===== src/rtl/myiram_loadable_if.sv =====
// Byte-streaming load port of the loadable instruction RAM.
// The master drives the program bytes and the RAM answers as the slave.
interface myiram_loadable_if #(
    parameter int DEPTH = 128
);
    localparam int IDX_W = (DEPTH > 1) ? $clog2(DEPTH) : 1;
    localparam int CNT_W = $clog2(DEPTH + 1);

    logic             LD_START;
    logic [IDX_W-1:0] LD_BASE;
    logic             LD_VALID;
    logic [7:0]       LD_BYTE;
    logic             LD_LAST;
    logic             LD_READY;
    logic             LD_DONE;
    logic             LD_ERR;
    logic [CNT_W-1:0] LD_COUNT;

    modport master (
        output LD_START, LD_BASE, LD_VALID, LD_BYTE, LD_LAST,
        input  LD_READY, LD_DONE, LD_ERR, LD_COUNT
    );

    modport slave (
        input  LD_START, LD_BASE, LD_VALID, LD_BYTE, LD_LAST,
        output LD_READY, LD_DONE, LD_ERR, LD_COUNT
    );
endinterface


===== src/rtl/myiram_loadable.sv =====
// Instruction RAM for the single-cycle CPU.
// Byte-addressed combinational fetch, program loaded at run time through a byte-stream port.
module myiram_loadable #(
    parameter int DATA_W         = 16,
    parameter int ADDR_W         = 8,
    parameter int DEPTH          = 128,
    parameter int BIG_ENDIAN     = 0,
    parameter int CLEAR_ON_RESET = 1
) (
    input  logic              CLK,
    input  logic              RESET_N,
    input  logic [ADDR_W-1:0] ADDR,
    output logic [DATA_W-1:0] Q,
    output logic              FETCH_VALID,
    output logic              MISALIGN,
    output logic              OOR,
    myiram_loadable_if.slave  ld
);
    localparam int BYTES   = DATA_W / 8;
    localparam int LANE_SH = (BYTES > 1) ? $clog2(BYTES) : 0;
    localparam int LANE_W  = (BYTES > 1) ? $clog2(BYTES) : 1;
    localparam int IDX_W   = (DEPTH > 1) ? $clog2(DEPTH) : 1;
    localparam int CNT_W   = $clog2(DEPTH + 1);

    localparam logic [1:0] ST_CLEAR = 2'd0;
    localparam logic [1:0] ST_IDLE  = 2'd1;
    localparam logic [1:0] ST_LOAD  = 2'd2;
    localparam logic [1:0] ST_DONE  = 2'd3;

    logic [1:0]        state;
    logic [IDX_W-1:0]  clrPtr;
    logic [CNT_W-1:0]  wptr;
    logic [LANE_W-1:0] byteCnt;
    logic [DATA_W-1:0] wordBuf;
    logic [CNT_W-1:0]  ldCount;
    logic              ldErr;
    logic [DATA_W-1:0] mem [DEPTH];

    logic [ADDR_W-1:0] fetchIdx;
    logic              accept;
    logic              wordFinal;
    logic              wantWrite;
    logic              overflow;
    logic              memWe;
    logic [LANE_W-1:0] laneSel;
    logic [DATA_W-1:0] nextWord;

    assign fetchIdx    = ADDR >> LANE_SH;
    assign MISALIGN    = |(ADDR & ADDR_W'(BYTES - 1));
    assign OOR         = 32'(fetchIdx) >= DEPTH;
    assign FETCH_VALID = (state == ST_IDLE);
    assign Q           = (FETCH_VALID && !OOR) ? mem[fetchIdx[IDX_W-1:0]] : '0;

    assign ld.LD_READY = (state == ST_LOAD);
    assign ld.LD_DONE  = (state == ST_DONE);
    assign ld.LD_ERR   = ldErr;
    assign ld.LD_COUNT = ldCount;

    // A partial word is flushed on LD_LAST; lanes not yet filled are still zero in wordBuf.
    assign accept    = ld.LD_VALID && (state == ST_LOAD);
    assign wordFinal = (32'(byteCnt) == BYTES - 1);
    assign wantWrite = accept && (wordFinal || ld.LD_LAST);
    assign overflow  = wantWrite && (32'(wptr) >= DEPTH);
    assign memWe     = wantWrite && !overflow;
    assign laneSel   = (BIG_ENDIAN != 0) ? (LANE_W'(BYTES - 1) - byteCnt) : byteCnt;

    always_comb begin
        nextWord = wordBuf;
        for (int i = 0; i < BYTES; i++) begin
            if (i == int'(laneSel)) begin
                nextWord[i*8 +: 8] = ld.LD_BYTE;
            end
        end
    end

    // Storage has no reset; the CLEAR sweep provides the zero-fill instead.
    always_ff @(posedge CLK) begin
        if (state == ST_CLEAR) begin
            mem[clrPtr] <= '0;
        end else if (memWe) begin
            mem[wptr[IDX_W-1:0]] <= nextWord;
        end
    end

    always_ff @(posedge CLK or negedge RESET_N) begin
        if (!RESET_N) begin
            state   <= (CLEAR_ON_RESET != 0) ? ST_CLEAR : ST_IDLE;
            clrPtr  <= '0;
            wptr    <= '0;
            byteCnt <= '0;
            wordBuf <= '0;
            ldCount <= '0;
            ldErr   <= 1'b0;
        end else begin
            case (state)
                ST_CLEAR: begin
                    clrPtr <= clrPtr + 1'b1;
                    if (32'(clrPtr) == DEPTH - 1) begin
                        clrPtr <= '0;
                        state  <= ST_IDLE;
                    end
                end
                ST_IDLE: begin
                    if (ld.LD_START) begin
                        state   <= ST_LOAD;
                        wptr    <= CNT_W'(ld.LD_BASE);
                        byteCnt <= '0;
                        wordBuf <= '0;
                        ldCount <= '0;
                        ldErr   <= 1'b0;
                    end
                end
                ST_LOAD: begin
                    if (overflow) begin
                        ldErr   <= 1'b1;
                        byteCnt <= '0;
                        wordBuf <= '0;
                        state   <= ST_DONE;
                    end else if (wantWrite) begin
                        wptr    <= wptr + 1'b1;
                        ldCount <= ldCount + 1'b1;
                        byteCnt <= '0;
                        wordBuf <= '0;
                        if (ld.LD_LAST) begin
                            state <= ST_DONE;
                        end
                    end else if (accept) begin
                        byteCnt <= byteCnt + 1'b1;
                        wordBuf <= nextWord;
                    end
                end
                default: begin
                    state <= ST_IDLE;
                end
            endcase
        end
    end
endmodule


===== src/flat_wrapper.sv =====
// flat-port wrapper written by rule: the top's interface ports become plain ports
module myiram_loadable_flat 
#(
    parameter int DATA_W         = 16,
    parameter int ADDR_W         = 8,
    parameter int DEPTH          = 128,
    parameter int BIG_ENDIAN     = 0,
    parameter int CLEAR_ON_RESET = 1
)
  (CLK, RESET_N, ADDR, Q, FETCH_VALID, MISALIGN, OOR, ld_LD_START, ld_LD_BASE, ld_LD_VALID, ld_LD_BYTE, ld_LD_LAST, ld_LD_READY, ld_LD_DONE, ld_LD_ERR, ld_LD_COUNT);
  myiram_loadable_if #(.DEPTH(DEPTH)) ld_i ();
  input  logic CLK;
  input  logic RESET_N;
  input  logic [ADDR_W-1:0] ADDR;
  output logic [DATA_W-1:0] Q;
  output logic FETCH_VALID;
  output logic MISALIGN;
  output logic OOR;
  input wire logic [$bits(ld_i.LD_START)-1:0] ld_LD_START;
  input wire logic [$bits(ld_i.LD_BASE)-1:0] ld_LD_BASE;
  input wire logic [$bits(ld_i.LD_VALID)-1:0] ld_LD_VALID;
  input wire logic [$bits(ld_i.LD_BYTE)-1:0] ld_LD_BYTE;
  input wire logic [$bits(ld_i.LD_LAST)-1:0] ld_LD_LAST;
  output wire logic [$bits(ld_i.LD_READY)-1:0] ld_LD_READY;
  output wire logic [$bits(ld_i.LD_DONE)-1:0] ld_LD_DONE;
  output wire logic [$bits(ld_i.LD_ERR)-1:0] ld_LD_ERR;
  output wire logic [$bits(ld_i.LD_COUNT)-1:0] ld_LD_COUNT;
  assign ld_i.LD_START = ld_LD_START;
  assign ld_i.LD_BASE = ld_LD_BASE;
  assign ld_i.LD_VALID = ld_LD_VALID;
  assign ld_i.LD_BYTE = ld_LD_BYTE;
  assign ld_i.LD_LAST = ld_LD_LAST;
  assign ld_LD_READY = ld_i.LD_READY;
  assign ld_LD_DONE = ld_i.LD_DONE;
  assign ld_LD_ERR = ld_i.LD_ERR;
  assign ld_LD_COUNT = ld_i.LD_COUNT;
  myiram_loadable #(.DATA_W(DATA_W), .ADDR_W(ADDR_W), .DEPTH(DEPTH), .BIG_ENDIAN(BIG_ENDIAN), .CLEAR_ON_RESET(CLEAR_ON_RESET)) u_core (.CLK(CLK), .RESET_N(RESET_N), .ADDR(ADDR), .Q(Q), .FETCH_VALID(FETCH_VALID), .MISALIGN(MISALIGN), .OOR(OOR), .ld(ld_i));
endmodule

===== config.mk =====
export PLATFORM = sky130hd
export DESIGN_NAME = myiram_loadable_flat
export DESIGN_NICKNAME = d
export VERILOG_FILES = /design/src/rtl/myiram_loadable_if.sv /design/src/rtl/myiram_loadable.sv /design/src/flat_wrapper.sv
export SDC_FILE = /design/constraint.sdc
export NUM_CORES = 2
export LEC_CHECK = 0
export CELL_PAD_IN_SITES_DETAIL_PLACEMENT = 1
export CELL_PAD_IN_SITES_GLOBAL_PLACEMENT = 1
export CORE_UTILIZATION = 45
export DETAILED_ROUTE_END_ITERATION = 16
export PLACE_DENSITY = 0.7
export SYNTH_ARGS = -nofsm -noshare
export SYNTH_HDL_FRONTEND = slang
export SYNTH_SLANG_ARGS = --single-unit
export TNS_END_PERCENT = 1

===== constraint.sdc =====
create_clock -name CLK -period 11.2 [get_ports CLK]
set_input_delay 2.24 -clock CLK [delete_from_list [all_inputs] [get_ports CLK]]
set_output_delay 2.24 -clock CLK [all_outputs]
set_load 0.05 [all_outputs]

==> results.ini <==
[logic_synthesis]
syn_inst = 4043
synthTopCellsByCount = edfxtp_1, mux2i_1, mux4_2
avgSynthCellArea_sq_um = 20.0
synth_top_area_share_pct = 75.9
synth-seq-area-share_pct = 77.2
synth-async-reset-ratio_pct = 2.06
yosys_warnings = 0
syn-num-nets = 4080
synth_ff_type = edfxtp_1
synth_cell_types = 66
synth-seq-cells = 2091
yosys-top-cells-area = edfxtp_1, mux4_2, mux2i_1
yosysTopAreaCell = edfxtp_1
netlist_area_sq_mm = 0.0810
synth-edff-count = 2048
yosysMostFrequentCell = edfxtp_1

[sta]
maxSlewHeadroom_pct = 10.4
fin_skew_ns = 0.0280
final.period_utilization_pct = 81.7
tns_ns = 0
fin_ws_ns = 2.05
timing.fmax_mhz = 109
period_minus_slack_ns = 9.15
slew_viol_final = 0
setup_viol = 0
tightest_slew_ns = 1.34
hold_viol = 0
rsz0062_at_grt = no

[layout]
drive_gt1_share_pct = 20.0
fin_nets = 4309
num-fill-cells = 15800
area_growth_syn_to_layout_pct = 13.6

[routing]
drt.antenna.violating_nets = 0
vias_per_cell = 6.15
vias = 41800
wire_per_inst_um = 32.6
dr.first_iter.drc_count = 5105
drt_wl_total_um = 222000
drc = 0
drt_pass1_iterations = 7

[floorplan]
die_h_um = 426
placementRows = 155
coreArea_sq_mm = 0.179
io_pins = 58
floorplan.initialDensity_pct = 45.4
die_w_um = 426
die_area_sq_mm = 0.182

[critical_path]
cp_slowest_cell = and2_1
critPathCaptureType = output pin
cp_max_fo = 36
crit_path_max_incr_delay_ns = 1.09
critical_path_arrival_ns = 6.91
critPathLaunchType = input pin
cp.required_ns = 8.96
worstSetupPathType = in -> out
crit_path_frequent_cell = clkdlybuf4s50_1
rr_worst_depth = 7
cp_cell_sequence = clkdlybuf4s50_1 -> buf_4 -> and2_1 -> and3_1 -> a22oi_1 -> nand4_1 -> or3_1 -> o31a_1 -> clkdlybuf4s50_1

[outcome]
status = finished, final reports clean

[cts]
cts_root_buf = clkbuf_16
clockBufferDepth = 3
clk_pin_slew_ns = 0.06
hold_buffers = 0
htree_levels = 4
cts_sinks = 2091
clk_latency_ns = 0.87
postCtsSetupBuffers = 0
cts_tree = done
cts_resized = 0
cts_buffers = 204

[placed_design]
place.detailed.hpwl_um = 135000
gp_congestion = 0.891
port-buffer-count = 54
preCtsSetupSlack_ns = 2.19

[power_and_ir_drop]
peakVddDrop_v = 0.000155
leakage_nw = 24.8
powerDensity_mw_per_mm2 = 171

[grt]
grt_antenna_before_repair = 8
grtUsageTotal_pct = 24.4
grt.overflow.total = 0
grt_pass1_vias = 42700
grt_pass1_wl_um = 315000
grt_max_degree = 108

[hold_path]
whs_path_depth = 1
min_path_type = reg -> reg

[flow_run]
max_cap_violations = 0

==> final cells by class <==
type	count	area (sq um)	share of cell area [%]
Antenna cell	1	2.50	0.00272
Sequential cell	2091	62600	68.0
Inverter	8	30.0	0.0326
Clock inverter	121	1390	1.51
Clock buffer	258	5350	5.81
Multi-Input combinational cell	1714	17500	19.1
Tap cell	2355	2950	3.20
Timing Repair Buffer	253	2190	2.38
==> cell usage in the layout (no fill, tap or decap), drive strengths merged, types with 8 or more instances in the layout <==
cell type      count
nand3b            11
clkinv            87
nand2            103
a22o               8
bufinv            25
dfrtp             43
clkbuf           258
o21ai             32
mux4             333
nor2b             15
clkdlybuf4s50     50
edfxtp          2048
ha                 9
or3               17
nor2             172
a22oi            268
o211ai            16
o31a              16
buf              203
mux2i            378
inv               16
nand4             71
and3              14
nand3            136
a21oi             44
==> report_power, final <==
part           switching [W]  internal, W
clock                0.00299      0.00397
sequential                 0      0.00845
combinational       0.000243     0.000121
==> state kept, by name, indices dropped and copies added, names as in the netlist <==
register / count
u_core.ld.LD_ERR: 1
u_core.state: 2
u_core.wordBuf: 16
u_core.wptr: 8
u_core.clrPtr: 7
u_core.mem: 2048
u_core.byteCnt: 1
u_core.ld.LD_COUNT: 8
==> final timing paths <==
| check | startpoint | endpoint | slack, ns |
|---|---|---|---|
| hold reg to reg | u_core.wordBuf[11] | u_core.wordBuf[11] | 0.50 |
| min in group asynchronous | RESET_N | u_core.wordBuf[15] | 1.58 |
| hold / removal | u_core.wordBuf[11] | u_core.wordBuf[11] | 0.50 |
| max in group asynchronous | RESET_N | u_core.clrPtr[4] | 8.96 |
| setup / recovery | ADDR[3] | Q[3] | 2.05 |
| setup reg to reg | u_core.state[0] | u_core.mem[32][10] | 6.48 |
==> worst max-delay path, delay by kind of cell <==
family	cells	cell delay (ns)
AOI/OAI and AO/OA	2	0.54
and+or+nand+nor	4	2.53
buffers and inverters	3	1.57
==> layer usage <==
layer | vias to the layer above | GRT usage [%] | part of all wire [%]
met5 | - | 0 | 0
met3 | 287 | 4.98 | 8.1
met2 | 1802 | 38.2 | 47
met1 | 22500 | 34.6 | 42
met4 | 0 | 7.03 | 2.8
li1 | 17200 | - | -
==> kinds of logic (layout without fill, tap and decap cells) <==
| family | count (synthesis) | after routing | synth area share [%] |
|---|---|---|---|
| AOI/OAI and AO/OA | 409 | 409 | 3.63 |
| xor gates and xnor gates | 9 | 9 | 0.0973 |
| adders and majority gates | 9 | 9 | 0.139 |
| buffers and inverters | 238 | 640 | 1.44 |
| DFF | 2091 | 2091 | 77.2 |
| muxes | 714 | 714 | 14.0 |
| other | 1 | 2 | 0.00463 |
| and+or+nand+nor | 572 | 572 | 3.47 |
==> stage by stage <==
step | instances | total power (W) | instance area [sq um] | hold WS [ns] | utilization [%]
after global placement | 6418 | 0.00898 | 85200 | 0.480 | 47.7
final | 6801 | 0.0158 | 92000 | 0.499 | 51.5
after global routing | 6801 | 0.0161 | 92000 | 0.517 | 51.5
after floorplan | 4043 | 0.00885 | 81000 | 0.464 | -
after CTS | 6800 | 0.0159 | 92000 | 0.506 | 51.5
after detailed placement | 6421 | 0.00899 | 85300 | 0.486 | 47.7
No activity file was read; power rests on OpenSTA's default activity.
